### config.mk
export PLATFORM = sky130hd
export DESIGN_NAME = rd_adr_sequencer_flat
export DESIGN_NICKNAME = d
export VERILOG_FILES = /design/src/rtl/rd_adr_sequencer_pkg.sv /design/src/rtl/rd_adr_sequencer_if.sv /design/src/rtl/rd_adr_sequencer_arbiter.sv /design/src/rtl/rd_adr_sequencer.sv /design/src/flat_wrapper.sv
export SDC_FILE = /design/constraint.sdc
export NUM_CORES = 1
export LEC_CHECK = 0
export CORE_UTILIZATION = 45
export DETAILED_ROUTE_END_ITERATION = 16
export DONT_BUFFER_PORTS = 1
export PLACE_DENSITY_LB_ADDON = 0.15
export SYNTH_ARGS = -nofsm -noshare
export SYNTH_HDL_FRONTEND = slang
export SYNTH_SLANG_ARGS = --single-unit
### constraint.sdc
create_clock -name clk -period 5.7 [get_ports clk]
set_input_delay 0.855 -clock clk [delete_from_list [all_inputs] [get_ports clk]]
set_output_delay 0.855 -clock clk [all_outputs]
set_load 0.02 [all_outputs]
### src/rtl/rd_adr_sequencer_pkg.sv
`default_nettype none
// ============================================================================
//  Module   : rd_seq_pkg
//  Purpose  : Shared types and helpers for the read-address sequencer.
//             - seq_state_t : burst FSM state encoding (IDLE / SLOT / DONE)
//             - ch_width()  : clog2-based channel-index width, never below 1
//  Revision : 1.0  initial release
// ============================================================================
package rd_seq_pkg;

    typedef enum logic [1:0] {
        ST_IDLE = 2'd0,
        ST_SLOT = 2'd1,
        ST_DONE = 2'd2
    } seq_state_t;

    // A single-channel build still needs a 1-bit index port.
    function automatic int ch_width(input int n);
        return (n > 1) ? $clog2(n) : 1;
    endfunction

endpackage
`default_nettype wire

### src/rtl/rd_adr_sequencer_if.sv
`default_nettype none
// ============================================================================
//  Module   : rd_adr_sequencer_if
//  Purpose  : Strobe / read-pulse bundle between the frame-timing logic,
//             the sequencer and the per-channel buffer RAMs.
//  Signals  : strob[N_CH]    request strobes into the sequencer
//             rd[N_CH]       one-hot read pulse
//             rd_adr[ADR_W]  current word address
//             adr_valid      burst in progress
//             ch_idx[CH_W]   granted channel
//             busy           grant through done, inclusive
//             done[N_CH]     burst-complete pulse
//             overrun[N_CH]  dropped-strobe pulse
//  Modports : master = sequencer side, slave = consumer/stimulus side
//  Revision : 1.0  initial release
// ============================================================================
interface rd_adr_sequencer_if #(
    parameter int N_CH  = 5,
    parameter int ADR_W = 5
);
    import rd_seq_pkg::*;

    localparam int CH_W = ch_width(N_CH);

    logic [N_CH-1:0]  strob;
    logic [N_CH-1:0]  rd;
    logic [ADR_W-1:0] rd_adr;
    logic             adr_valid;
    logic [CH_W-1:0]  ch_idx;
    logic             busy;
    logic [N_CH-1:0]  done;
    logic [N_CH-1:0]  overrun;

    modport master (
        input  strob,
        output rd, rd_adr, adr_valid, ch_idx, busy, done, overrun
    );

    modport slave (
        output strob,
        input  rd, rd_adr, adr_valid, ch_idx, busy, done, overrun
    );

endinterface
`default_nettype wire

### src/rtl/rd_adr_sequencer_arbiter.sv
`default_nettype none
// ============================================================================
//  Module   : rd_seq_arbiter
//  Purpose  : Combinational winner select over the pending vector.
//             ARB_RR=0 : lowest pending index wins.
//             ARB_RR=1 : first pending index at or after ptr, wrapping.
//  Ports    : pending[N_CH] in  requests
//             ptr[CH_W]     in  round-robin start index
//             grant[CH_W]   out winning index (0 when none)
//             any           out at least one request pending
//  Revision : 1.0  initial release
// ============================================================================
module rd_seq_arbiter
    import rd_seq_pkg::*;
#(
    parameter int N_CH   = 5,
    parameter int ARB_RR = 0
) (
    input  logic [N_CH-1:0]            pending,
    input  logic [ch_width(N_CH)-1:0]  ptr,
    output logic [ch_width(N_CH)-1:0]  grant,
    output logic                       any
);
    localparam int CH_W = ch_width(N_CH);

    // Two passes give the modulo wrap without a rotator: first the indices
    // at or above the pointer, then everything from 0 upwards.
    always_comb begin
        grant = '0;
        any   = 1'b0;
        for (int j = 0; j < N_CH; j++) begin
            if ((ARB_RR != 0) && !any && pending[j] && (j >= int'(ptr))) begin
                any   = 1'b1;
                grant = CH_W'(j);
            end
        end
        for (int j = 0; j < N_CH; j++) begin
            if (!any && pending[j]) begin
                any   = 1'b1;
                grant = CH_W'(j);
            end
        end
    end

endmodule
`default_nettype wire

### src/rtl/rd_adr_sequencer.sv
`default_nettype none
// ============================================================================
//  Module   : rd_adr_sequencer
//  Purpose  : Per-channel strobe capture plus a burst FSM that walks
//             N_WORDS addresses for one granted channel, each word in a
//             SLOT_LEN-cycle slot with rd high for slot cycles
//             [RD_ON, RD_OFF).
//  Ports    : clk  system clock
//             rst  synchronous active-high reset
//             bus  rd_adr_sequencer_if.master (strob in; rd, rd_adr,
//                  adr_valid, ch_idx, busy, done, overrun out)
//  Revision : 1.0  initial release
// ============================================================================
module rd_adr_sequencer
    import rd_seq_pkg::*;
#(
    parameter int N_CH     = 5,
    parameter int N_WORDS  = 18,
    parameter int ADR_W    = 5,
    parameter int SLOT_LEN = 64,
    parameter int RD_ON    = 40,
    parameter int RD_OFF   = 44,
    parameter int ARB_RR   = 0
) (
    input  logic             clk,
    input  logic             rst,
    rd_adr_sequencer_if.master bus
);
    localparam int CH_W   = ch_width(N_CH);
    localparam int SLOT_W = $clog2(SLOT_LEN);
    localparam logic [SLOT_W-1:0] SLOT_LAST = SLOT_W'(SLOT_LEN - 1);
    localparam logic [ADR_W-1:0]  WORD_LAST = ADR_W'(N_WORDS - 1);

    generate
        if (RD_OFF > SLOT_LEN || RD_ON >= RD_OFF || RD_ON < 0 || SLOT_LEN < 4 ||
            N_WORDS < 1 || N_WORDS > (1 << ADR_W) || N_CH < 1 || N_CH > 16)
        begin : g_param_check
            $error("rd_adr_sequencer: illegal parameter combination");
        end
    endgenerate

    // ---------------- strobe capture ----------------
    logic [N_CH-1:0] strob_s1, strob_s2, strob_s3;
    logic [N_CH-1:0] edge_r;
    logic [N_CH-1:0] pending, pending_n;
    logic [N_CH-1:0] overrun_r;
    logic [N_CH-1:0] grant_mask, clr_mask;

    // ---------------- burst FSM ----------------
    seq_state_t        state, state_n;
    logic [SLOT_W-1:0] slot_cnt, slot_n;
    logic [ADR_W-1:0]  word_cnt, word_n;
    logic [CH_W-1:0]   ch_idx_r, ch_n;
    logic [CH_W-1:0]   rr_ptr, rr_n;
    logic [N_CH-1:0]   rd_r, rd_n;
    logic [CH_W-1:0]   win;
    logic              win_any;

    rd_seq_arbiter #(
        .N_CH   (N_CH),
        .ARB_RR (ARB_RR)
    ) u_arb (
        .pending (pending),
        .ptr     (rr_ptr),
        .grant   (win),
        .any     (win_any)
    );

    assign grant_mask = (state != ST_IDLE) ? (N_CH'(1) << ch_idx_r) : '0;
    assign clr_mask   = (state == ST_IDLE && win_any) ? (N_CH'(1) << win) : '0;

    // An edge only latches when the channel is neither pending nor being
    // served; otherwise it is reported as dropped.
    assign pending_n = (pending & ~clr_mask) | (edge_r & ~pending & ~grant_mask);

    always_ff @(posedge clk) begin
        if (rst) begin
            strob_s1  <= '0;
            strob_s2  <= '0;
            strob_s3  <= '0;
            edge_r    <= '0;
            pending   <= '0;
            overrun_r <= '0;
        end else begin
            strob_s1  <= bus.strob;
            strob_s2  <= strob_s1;
            strob_s3  <= strob_s2;
            edge_r    <= strob_s2 & ~strob_s3;
            pending   <= pending_n;
            overrun_r <= edge_r & (pending | grant_mask);
        end
    end

    always_comb begin
        state_n = state;
        slot_n  = slot_cnt;
        word_n  = word_cnt;
        ch_n    = ch_idx_r;
        rr_n    = rr_ptr;
        case (state)
            ST_IDLE: begin
                if (win_any) begin
                    state_n = ST_SLOT;
                    ch_n    = win;
                    slot_n  = '0;
                    word_n  = '0;
                end
            end
            ST_SLOT: begin
                if (slot_cnt == SLOT_LAST) begin
                    if (word_cnt == WORD_LAST) begin
                        state_n = ST_DONE;
                    end else begin
                        word_n = word_cnt + 1'b1;
                        slot_n = '0;
                    end
                end else begin
                    slot_n = slot_cnt + 1'b1;
                end
            end
            ST_DONE: begin
                state_n = ST_IDLE;
                slot_n  = '0;
                word_n  = '0;
                if (ARB_RR != 0) begin
                    rr_n = (int'(ch_idx_r) == N_CH - 1) ? '0 : ch_idx_r + 1'b1;
                end
            end
            default: state_n = ST_IDLE;
        endcase
    end

    // rd is registered from the next-state values so it lines up exactly
    // with the slot_cnt value it decodes.
    assign rd_n = (state_n == ST_SLOT && int'(slot_n) >= RD_ON && int'(slot_n) < RD_OFF)
                  ? (N_CH'(1) << ch_n) : '0;

    always_ff @(posedge clk) begin
        if (rst) begin
            state    <= ST_IDLE;
            slot_cnt <= '0;
            word_cnt <= '0;
            ch_idx_r <= '0;
            rr_ptr   <= '0;
            rd_r     <= '0;
        end else begin
            state    <= state_n;
            slot_cnt <= slot_n;
            word_cnt <= word_n;
            ch_idx_r <= ch_n;
            rr_ptr   <= rr_n;
            rd_r     <= rd_n;
        end
    end

    assign bus.busy      = (state != ST_IDLE);
    assign bus.adr_valid = (state != ST_IDLE);
    assign bus.rd_adr    = (state != ST_IDLE) ? word_cnt : '0;
    assign bus.ch_idx    = ch_idx_r;
    assign bus.rd        = rd_r;
    assign bus.done      = (state == ST_DONE) ? grant_mask : '0;
    assign bus.overrun   = overrun_r;

endmodule
`default_nettype wire

### src/flat_wrapper.sv
// flat-port wrapper written by rule: the top's interface ports become plain ports
module rd_adr_sequencer_flat import rd_seq_pkg::*;
#(
    parameter int N_CH     = 5,
    parameter int N_WORDS  = 18,
    parameter int ADR_W    = 5,
    parameter int SLOT_LEN = 64,
    parameter int RD_ON    = 40,
    parameter int RD_OFF   = 44,
    parameter int ARB_RR   = 0
)
  (clk, rst, bus_strob, bus_rd, bus_rd_adr, bus_adr_valid, bus_ch_idx, bus_busy, bus_done, bus_overrun);
  rd_adr_sequencer_if #(.N_CH(N_CH), .ADR_W(ADR_W)) bus_i ();
  input  logic clk;
  input  logic rst;
  input wire logic [$bits(bus_i.strob)-1:0] bus_strob;
  output wire logic [$bits(bus_i.rd)-1:0] bus_rd;
  output wire logic [$bits(bus_i.rd_adr)-1:0] bus_rd_adr;
  output wire logic [$bits(bus_i.adr_valid)-1:0] bus_adr_valid;
  output wire logic [$bits(bus_i.ch_idx)-1:0] bus_ch_idx;
  output wire logic [$bits(bus_i.busy)-1:0] bus_busy;
  output wire logic [$bits(bus_i.done)-1:0] bus_done;
  output wire logic [$bits(bus_i.overrun)-1:0] bus_overrun;
  assign bus_i.strob = bus_strob;
  assign bus_rd = bus_i.rd;
  assign bus_rd_adr = bus_i.rd_adr;
  assign bus_adr_valid = bus_i.adr_valid;
  assign bus_ch_idx = bus_i.ch_idx;
  assign bus_busy = bus_i.busy;
  assign bus_done = bus_i.done;
  assign bus_overrun = bus_i.overrun;
  rd_adr_sequencer #(.N_CH(N_CH), .N_WORDS(N_WORDS), .ADR_W(ADR_W), .SLOT_LEN(SLOT_LEN), .RD_ON(RD_ON), .RD_OFF(RD_OFF), .ARB_RR(ARB_RR)) u_core (.clk(clk), .rst(rst), .bus(bus_i));
endmodule
; ---- Word-level counts from Yosys, hierarchy flattened
; Cells that the tools add are included.
[op_classes]
addsub = 2
magnitude_cmp = 2
n_eq_ne = 8
n_shift = 3
mux = 27
bitwise_logic = 12
reduce_logical = 16
[op_table]
columns = operator, count
row1 = two-way mux 5 bit, 7
row2 = bitwise AND 5 bit, 5
row3 = NOT 5 bit, 4
row4 = two-way mux 6 bit, 3
row5 = case mux 6 bit (3 select lines), 1
row6 = two-way mux 3 bit, 5
row7 = case mux 5 bit (3 select lines), 1
row8 = "<< shifter 1 x 3 -> 5 bit, first input constant", 3
row9 = bitwise OR 5 bit, 2
row10 = logical AND 1 bit, 7
row11 = "adder 6 x 1 -> 6 bit, second input constant", 1
row12 = "== test 6 bit, second input constant", 1
row13 = ">= comparator 6 bit, second input constant", 1
row14 = "< comparator 6 bit, second input constant", 1
row15 = two-way mux 1 bit, 6
row16 = two-way mux 2 bit, 3
row17 = "adder 5 x 1 -> 5 bit, second input constant", 1
row18 = "== test 5 bit, second input constant", 1
row19 = "== test 2 x 1 -> 1 bit, second input constant", 2
row20 = logical NOT 1 bit, 4
row21 = "!= test 2 x 1 -> 1 bit, second input constant", 2
row22 = case mux 2 bit (2 select lines), 1
row23 = AND reduction 4 bit, 1
row24 = nonzero test 3 bit, 1
row25 = other kinds (6), 6
[totals]
reg_bits = 51
out_inout_bits = 25
elab_cells = 81

; ---- Depth between registers and ports, before layout
; Gate-level depths: netlist of run 1.
[depth]
word_depth = 20
depth_mapped = 8

; ---- Cells and area by module
; A second synthesis of run 1 with hierarchy kept.
[unflattened]
hier_cells = 230
area_unflattened_um2 = 2159.6
[by_module_without_submodules]
columns = mod, instances, cells_per_inst, area_per_inst_um2, seq_area_each_um2
row1 = rd_adr_sequencer, 1, 222, 2110.8, 1021.0
row2 = rd_seq_arbiter, 1, 8, 48.8, 0.0

; ---- Least setup slack after synthesis of run 1
; No wires, ideal clock.
[synth_path]
kind = reg-to-output
from = reg u_core.state[0]
to = out bus_done[0]
t_arrival_ns = 1.521
slack_ns = 3.324
path_stages_with_launch = 7
path_buffers = 1
cell_sequence = dfxtp_1 -> inv_1 -> ha_1 -> clkbuf_1 -> nor3_1 -> nand2_1 -> nor2_1
[synth_between]
elab_chain_cells = 3
word_cells_on_any_way = 4
cone_classes = 1 x eq/ne / 2 x mux / 1 x reduce/logical
[synth_lines]
columns = element, line
row1 = "start, declared", rd_adr_sequencer.sv:50  ; seq_state_t state, state_n;
row2 = "start signal, assigned", rd_adr_sequencer.sv:147  ; state <= state_n;
row3 = nonzero test 2 bit, rd_adr_sequencer.sv:69  ; assign grant_mask = (state != ST_IDLE) ? (N_CH'(1) << ch_idx_r) : '0;
row4 = two-way mux 5 bit, rd_adr_sequencer.sv:69
row5 = two-way mux 5 bit (*), rd_adr_sequencer.sv:161  ; assign bus.done = (state == ST_DONE) ? grant_mask : '0;
row6 = "end, declared", flat_wrapper.sv:22  ; output wire logic [$bits(bus_i.done)-1:0] bus_done;
; Mark *: on every way between the ends. The rest lies on a longest branch, timed or not.

; ---- Worst setup path in the final report of run 1
; Ends and elaborated chain as after synthesis.

==> run summary, run 1 <==
Setup total negative slack on the finished layout was measured at 0 ns. The via count of the first global-routing pass is 1404. The highest ir drop seen on vdd is 0.1479 mV. The endpoint type of the worst setup path is an output port. The synthesized design spends more area on one cell type than any other, namely dfxtp_1. The antenna cell count came out at 0. The switching power summed over all nets is 184.9 µW. The number of distinct library cell variants in the gate-level netlist after synthesis came out at 46. During I/O placement, the number of pins put on the boundary was 32. TritonCTS built the clock tree. The maximum root-to-sink buffer count came out at 2.

The routed design has 4.134 mm of wire. The clock net sink count came out at 51. The chip height came out at 71.10 µm. The number of gates resized after CTS was 0. Setup violations remaining at the end of the flow were counted as 0. The floorplan step set the die width to 71.10 µm.

At the pin with the least slew margin, the transition time is 0.7130 ns. The maximum level of the CTS H-tree came out at 2. The fraction of final layout cells with drive strength greater than 1 is 0.05579. The total number of yosys warnings is 0. The worst-case headroom to the max-slew limit came out at 0.5247.

The number of antenna violations at the first check in global routing came out at 0. The total power divided by cell area is 296.0 nW/µm². The maximum fanout along the worst path came out at 21.

The checks that failed: design-rule violations. The placer congestion estimate came out at 0.8598. The share of total power dissipated in combinational logic is 0.121.

The effective utilization at floorplan came out at 0.4801. The run finished, with violations left. Data on the critical path arrives at its endpoint at 2.17 ns. The placeable core region is 4474 µm². The detailed router finished its first iteration with 119 violations. The total standard cell area after synthesis is 2148 µm². The clock latency of the later-clocked register in the worst-skew pair is 0.30 ns. The net count of the mapped netlist came out at 249. The minimum period implied by the final worst setup slack is 3.021 ns. The relative contribution of the clock network to total power came out at 0.313. The average via count per standard cell is 5.611.

The post-placement cell area came out at 2171 µm². After synthesis, the most frequently instantiated cells are 51 x dfxtp_1, 29 x nor2_1, 28 x nor2b_1. For this run, the total global-route usage over all layers was measured as 0.1785. Entering global routing, the biggest net connects 42 pins.

Of the available clock period, the critical path in the final layout requires 0.5301. The number of maximum-capacitance constraint violations came out at 0. The class of the tightest hold or removal check is flop to flop. Summed over all layers, the global routing overflow is 0. Once layout is done, the placed cells without fillers occupy 2263 µm². The DRC violation count after routing came out at 6. In this run the static leakage power is 0.0008464 µW.

The count of final max-slew check failures came out at 0. After detailed routing, the average wire length per cell comes to 14.51 µm. Setup repair after global routing left no endpoint under its margin. The cell internal power dissipation came out at 485.1 µW. Input and output buffers added on the ports amount to 0. Among all flip-flop cells after synthesis, the most frequent one is dfxtp_1. The cell count after placement came out at 277. The post-DP HPWL is 2.868 mm. In this run the remaining antenna-violating nets after routing total 0. Of the total power, registers draw 0.566.

Dividing the synthesized area by the synthesized cell count gives 9.142 µm². The layout net count is 246. Timing would allow up to 331.0 MHz. In the post-synthesis netlist, the cell with the most instances is dfxtp_1. The pre-antenna-repair detailed-routing pass consisted of 10 iterations. Ranked by total cell area, the synthesized netlist is headed by dfxtp_1 48%, nor2b_1 8.2%, nor2_1 5.1%, ha_1 4.1%, a21oi_1 3.0%. The total CTS buffers is 5. The share of flip-flops with an asynchronous set or reset came out at 0. The total of flip-flops plus latches after synthesis came out at 51. Clock skew on the completed layout was measured at 0.008171 ns. The growth of design area from synthesis to finish came out at 5.358%. The cell count after synthesis is 235. The tree is rooted in a clkbuf_8. The die outline area is 5055 µm². After floorplanning, the core was divided into 24 placement rows.

The critical path is of the flop to output port type. The final count of hold timing violations is 0. The share of synthesized area in the top cell type comes to 0.4752. Data on the critical path is required at its endpoint by 4.85 ns. The hold buffer count at CTS came out at 0. Summing over every cut layer, the via total after detailed routing is 1599.

The first global-routing pass estimated 6.927 mm of wire. The clock-pin slew on the worst setup and hold paths came out at 0.10 ns. The share of the Yosys chip area taken by registers is 0.4752. Of the total power, the share spent switching nets is 0.2760.

The number of synthesized flops with an enable pin came out at 0. The count of non-filler cells in the finished layout came out at 285. The number of buffers inserted by post-CTS setup repair is 0.

STA classifies the critical path startpoint as a flop.
[through the flow]
| stage | hold slack (ns) | total power (µW) | setup slack [ns] | util |
|---|---|---|---|---|
| final | 0.3821 | 670.0 | 2.679 | 0.5059 |
| after floorplan | 0.3674 | 455.2 | 3.324 | - |
| after global routing | 0.3973 | 705.6 | 2.466 | 0.5059 |
| after global placement | 0.3707 | 465.7 | 3.127 | 0.4852 |
| after CTS | 0.3859 | 679.2 | 2.682 | 0.5059 |
| after detailed placement | 0.3711 | 467.3 | 3.030 | 0.4852 |
[layout make-up]
type	instances	area [µm²]
multi-input cells	162	1040
fillers	442	2211
clock inverters	3	23.77
flip-flops and latches	51	1021
clock buffers	5	68.82
well taps	52	65.06
inverters	12	45.04
[layer usage]
layer / track usage / share of wire
met3: 0.04416 / 0.041
met5: 0 / 0
met2: 0.2639 / 0.45
met4: 0.07556 / 0.010
met1: 0.2484 / 0.50
[logic make-up after synthesis]
| kind of cell | synth area share |
|---|---|
| AOI/OAI and AO/OA | 0.1345 |
| xor gates and xnor gates | 0.01223 |
| adders and majority gates | 0.04077 |
| buffers and inverters | 0.04077 |
| DFF | 0.4752 |
| muxes | 0.009319 |
| and+or+nand+nor | 0.2871 |
[critical path, stage by stage (launching register included)]
cell	delay [ns]
dfxtp_1	0.42
inv_1	0.09
ha_1	0.46
nor3_1	0.48
nand2_1	0.10
nor2_1	0.31
[placed cells by master (no fill, tap or decap), types with 3 or more instances in the layout]
cell and count:
a21oi_1 13, a31oi_1 5, and2_1 4, clkbuf_8 5, dfxtp_1 51, ha_1 7
inv_1 11, nand2_1 9, nand3_1 5, nand4_1 7, nor2_1 29, nor2b_1 28
nor3_1 5, nor3b_1 5, nor4_1 4, xor2_1 3
[worst paths after layout]
path / depth (start not counted) / end / startpoint / slack [ns]
hold / removal: 1 / u_core.edge_r[4] / u_core.strob_s3[4] / 0.38
hold reg to reg: 1 / u_core.edge_r[4] / u_core.strob_s3[4] / 0.38
setup / recovery: 5 / bus_done[0] / u_core.state[0] / 2.68
setup reg to reg: 7 / u_core.bus.rd[1] / u_core.state[0] / 2.97
[power groups by stage]
stage	registers (µW)	logic [µW]	clock network, µW
6_report	379	81.0	210
5_1_grt	381	89.5	235
4_1_cts	379	80.4	220
3_5_place_dp	387	80.1	0
3_3_place_gp	387	78.8	0
2_1_floorplan	384	71.5	0
[registers in the layout, summed over array words and instances, names as in the netlist]
name and count:
u_core.edge_r 5, u_core.strob_s2 5, u_core.strob_s1 5, u_core.word_cnt 5
u_core.pending 5, u_core.state 2, u_core.bus.overrun 5, u_core.slot_cnt 6
u_core.bus.rd 5, u_core.bus.ch_idx 3, u_core.strob_s3 5
No activity file was read; power rests on OpenSTA's default activity.
==> run 2, diff against run 1 <==
--- a/config.mk
+++ b/config.mk
@@ -5,6 +5,7 @@
 export SDC_FILE = /design/constraint.sdc
 export NUM_CORES = 1
 export LEC_CHECK = 0
+export ABC_AREA = 1
 export CORE_UTILIZATION = 45
 export DETAILED_ROUTE_END_ITERATION = 16
 export DONT_BUFFER_PORTS = 1
==> constraint.sdc (replaced) <==
create_clock -name clk -period 2.6 [get_ports clk]
set_input_delay 0.39 -clock clk [delete_from_list [all_inputs] [get_ports clk]]
set_output_delay 0.39 -clock clk [all_outputs]
set_load 0.02 [all_outputs]
==> run summary, run 2 <==
The number of distinct library cell variants in the gate-level netlist after synthesis came out at 33 (-28%). The run finished with clean final reports. In this run the worst setup path begins at u_core.state[1]. The boundary pin count is 32 (unchanged). The data arrival time at the worst-slack endpoint is 1.94 ns (-0.23 ns). The final number of setup-violating endpoints came out at 0 (unchanged). The category of the worst setup path launch point is a flop.

The share of flip-flops with an asynchronous set or reset is 0 (unchanged). The via count of the first global-routing pass came to 1531 (+9.0%). The mean instance size in the synthesized netlist was 7.659 µm² (-16%).

The worst min-delay path startpoint is rst. The placeable core region came out at 4723 µm² (+5.6%). The maximum level of the CTS H-tree is 2 (unchanged). The layout net count is 306 (+24%). The antenna cell count is 0 (unchanged). The cell accounting for the most synthesized area is dfxtp_1. The maximum root-to-sink buffer count is 2 (unchanged). The setup TNS is 0 ns (unchanged). The count of final max-slew check failures came out at 0 (unchanged).

The post-placement cell area is 2287 µm² (+5.4%). The number of optimization iterations in the first detailed-route pass is 4 (-6). The post-route worst hold slack came out at 0.1417 ns (-0.2404 ns). The fraction of final layout cells with drive strength greater than 1 is 0.1365 (+0.08072).

The chip height was 72.02 µm (+1.3%). The sequential share of power came out at 0.551 (-0.015). Of the available clock period, the critical path in the final layout requires 0.8966. The switching share of power came out at 0.2793 (+0.003359). The relative contribution of the clock network to total power is 0.320 (+0.007). u_core.slot_cnt holds more flip-flops than any other register.

The wire length of the first global-routing pass is 6.906 mm (-0.30%). The top cell types in the final layout, fill and taps aside, are 51 x nor2_1, 51 x dfxtp_1, 45 x inv_1, 43 x nand2_1, 11 x nand3_1. The worst hold path belongs to the class primary input to flop. The maximum fanout along the worst path came out at 11 (-48%). The sequential area share after synthesis is 0.4628 (-0.01240). The flip-flop count of the largest register after layout came out at 6 (unchanged).

The cell internal power dissipation is 1086 µW (+120%). The classification of the worst setup path is flop to output port. Timing would allow up to 429.0 MHz.

The utilization of the core after routing came out at 0.5052 (-0.0007060). The cell count after synthesis was 288 (+23%). The highest ir drop seen on vdd came out at 0.2806 mV (+90%). The minimum period implied by the final worst setup slack came out at 2.331 ns. The number of antenna violations at the first check in global routing came out at 0 (unchanged). The standard-cell row count is 25 (+4.2%).

Setup repair after global routing left no endpoint under its margin. TritonCTS built the clock tree. Relative to the synthesized area, the layout overhead comes to 8.168%. The number of synthesized flops with an enable pin is 0 (unchanged). The total non-filler cell area in the finished layout is 2386 µm² (+5.4%). The placer congestion estimate is 0.8764 (+1.9%).

The count of input and output buffers came out at 0 (unchanged). The average via count per standard cell is 4.642 (-17%). By count the netlist is led by 51 x dfxtp_1, 51 x nor2_1, 45 x inv_1. The largest net degree at the start of global routing is 38 (-9.5%). The violation count after the first detailed-routing iteration came out at 74 (-38%). The total overflow reported by the global router is 0 (unchanged). The clock latency of the later-clocked register in the worst-skew pair is 0.31 ns (about the same). The effective utilization at floorplan is 0.4670 (-0.01313). The die outline width is 72.02 µm (+1.3%). The final count of hold timing violations came out at 0 (unchanged). The number of maximum-capacitance constraint violations came out at 0 (unchanged).

The number of nets still failing antenna checks after routing was 0 (unchanged). The transition time at the pin with the least slew margin came to 0.4642 ns (-0.2487 ns). The required time of the critical path came to 2.21 ns (-2.64 ns). The worst-case headroom to the max-slew limit is 0.6905 (+0.1658). The number of buffers inserted by post-CTS setup repair was 0 (unchanged). The clock-pin slew on the worst setup and hold paths came out at 0.09 ns (about the same). The hold buffer count at CTS is 0 (unchanged). The average detailed-routed wire length per instance came out at 11.30 µm (-22%). The total standard cell area after synthesis is 2206 µm² (+2.7%). The clock net sink count is 51 (unchanged). The most common flop cell mapped by yosys is dfxtp_1. By area the synthesized netlist is led by dfxtp_1 46%, nor2_1 8.7%, inv_1 7.7%, nand2_1 7.3%, ha_1 4.0%. The quantity of gates resized following cts is 0 (unchanged). The net count of the mapped netlist is 302 (+21%). The endpoint type of the worst setup path is an output port.

The total CTS buffers is 5 (unchanged). The origin of the critical flop-to-flop path is u_core.state[0]. The post-DP HPWL is 2.990 mm (+4.3%).

The total power divided by cell area came out at 631.5 nW/µm² (+110%). The tree is rooted in a clkbuf_8. The die outline area is 5186 µm² (+2.6%). The total number of yosys warnings came to 0 (unchanged). The switching power summed over all nets is 420.9 µW (+130%). The leakage power is 0.001022 µW (+21%).

The portion of total power attributed to combinational logic was 0.129 (+0.008). The vias after detailed routing was 1671 (+4.5%). The DRC violation count after routing is 0 (-6). The share of Yosys cell area claimed by the top area cell type is 0.4628 (-0.01240). The overall track demand over capacity in global routing came out at 0.1749 (-0.003698).

The post-detailed-routing wire length came to 4.069 mm (-1.6%). The post-route clock skew is 0.006841 ns (-0.001330 ns). The total of flip-flops plus latches after synthesis is 51 (unchanged). The total power came out at 1507 µW (+120%).
[run 2: cell count changes after synthesis, sizes merged, moves of 3 or more]
cell	previous run	this run
nor3b	5	1
xor2	3	0
buf	3	6
nor2b	28	0
nand2	9	51
nor3	5	8
and2	4	0
o21ai	2	11
a21oi	14	11
nor2	29	60
nand3	5	14
inv	11	50
clkbuf	7	1
[run 2: layer usage]
metal  up-vias  GRT usage  part of all wire  wire length [µm]
met5         -          0                 0                 0
met4         0    0.07190             0.018                72
met3         7    0.05556             0.041               165
met2        28     0.2589              0.41              1682
met1       731     0.2361              0.53              2148
li1        905          -                 -                 -
[run 2: critical path, stage by stage (launching register included)]
cell,delay [ns]
dfxtp_1,0.39
inv_1,0.08
ha_1,0.35
nor2_1,0.33
inv_1,0.11
nor4_1,0.20
buf_4,0.19
[run 2: layout make-up]
class                      count  area [µm²]
inverter                      50       187.7
timing repair buffer           4       30.03
clock buffer                   6       82.58
sequential                    51        1021
fill                         478        2337
multi-input combinational    180       964.7
clock inverter                 2       16.27
tap                           67       83.83
[run 2: path summary, 6_finish.rpt]
kind	to	cells after the start	slack, ns
worst max-delay path	bus_done[1]	6	0.27
worst min-delay path	u_core.strob_s2[4]	1	0.14
worst max register to register	u_core.bus.rd[0]	10	0.59
worst min register to register	u_core.edge_r[4]	1	0.39
[run 2: power groups by stage]
stage / clock (µW) / sequential (µW) / combinational, µW
floorplan: 0 / 844 / 169
detailed placement: 0 / 849 / 196
finish: 482 / 830 / 195
CTS: 502 / 830 / 197
global placement: 0 / 848 / 193
global route: 531 / 834 / 221
[run 2: through the flow]
stage | worst slack, ns | cells
after global routing | 0.03339 | 360
after floorplan | 0.4910 | 288
after CTS | 0.2259 | 360
after global placement | 0.6402 | 352
final | 0.2689 | 360
after detailed placement | 0.5802 | 352
[run 2: logic make-up (layout without fill, tap and decap cells)]
family | Yosys count | after routing | share of synthesized area
buffers and inverters | 57 | 62 | 0.09983
DFF | 51 | 51 | 0.4628
adders and majority gates | 7 | 7 | 0.03970
AOI/OAI and AO/OA | 30 | 30 | 0.07942
and+or+nand+nor | 143 | 143 | 0.3182
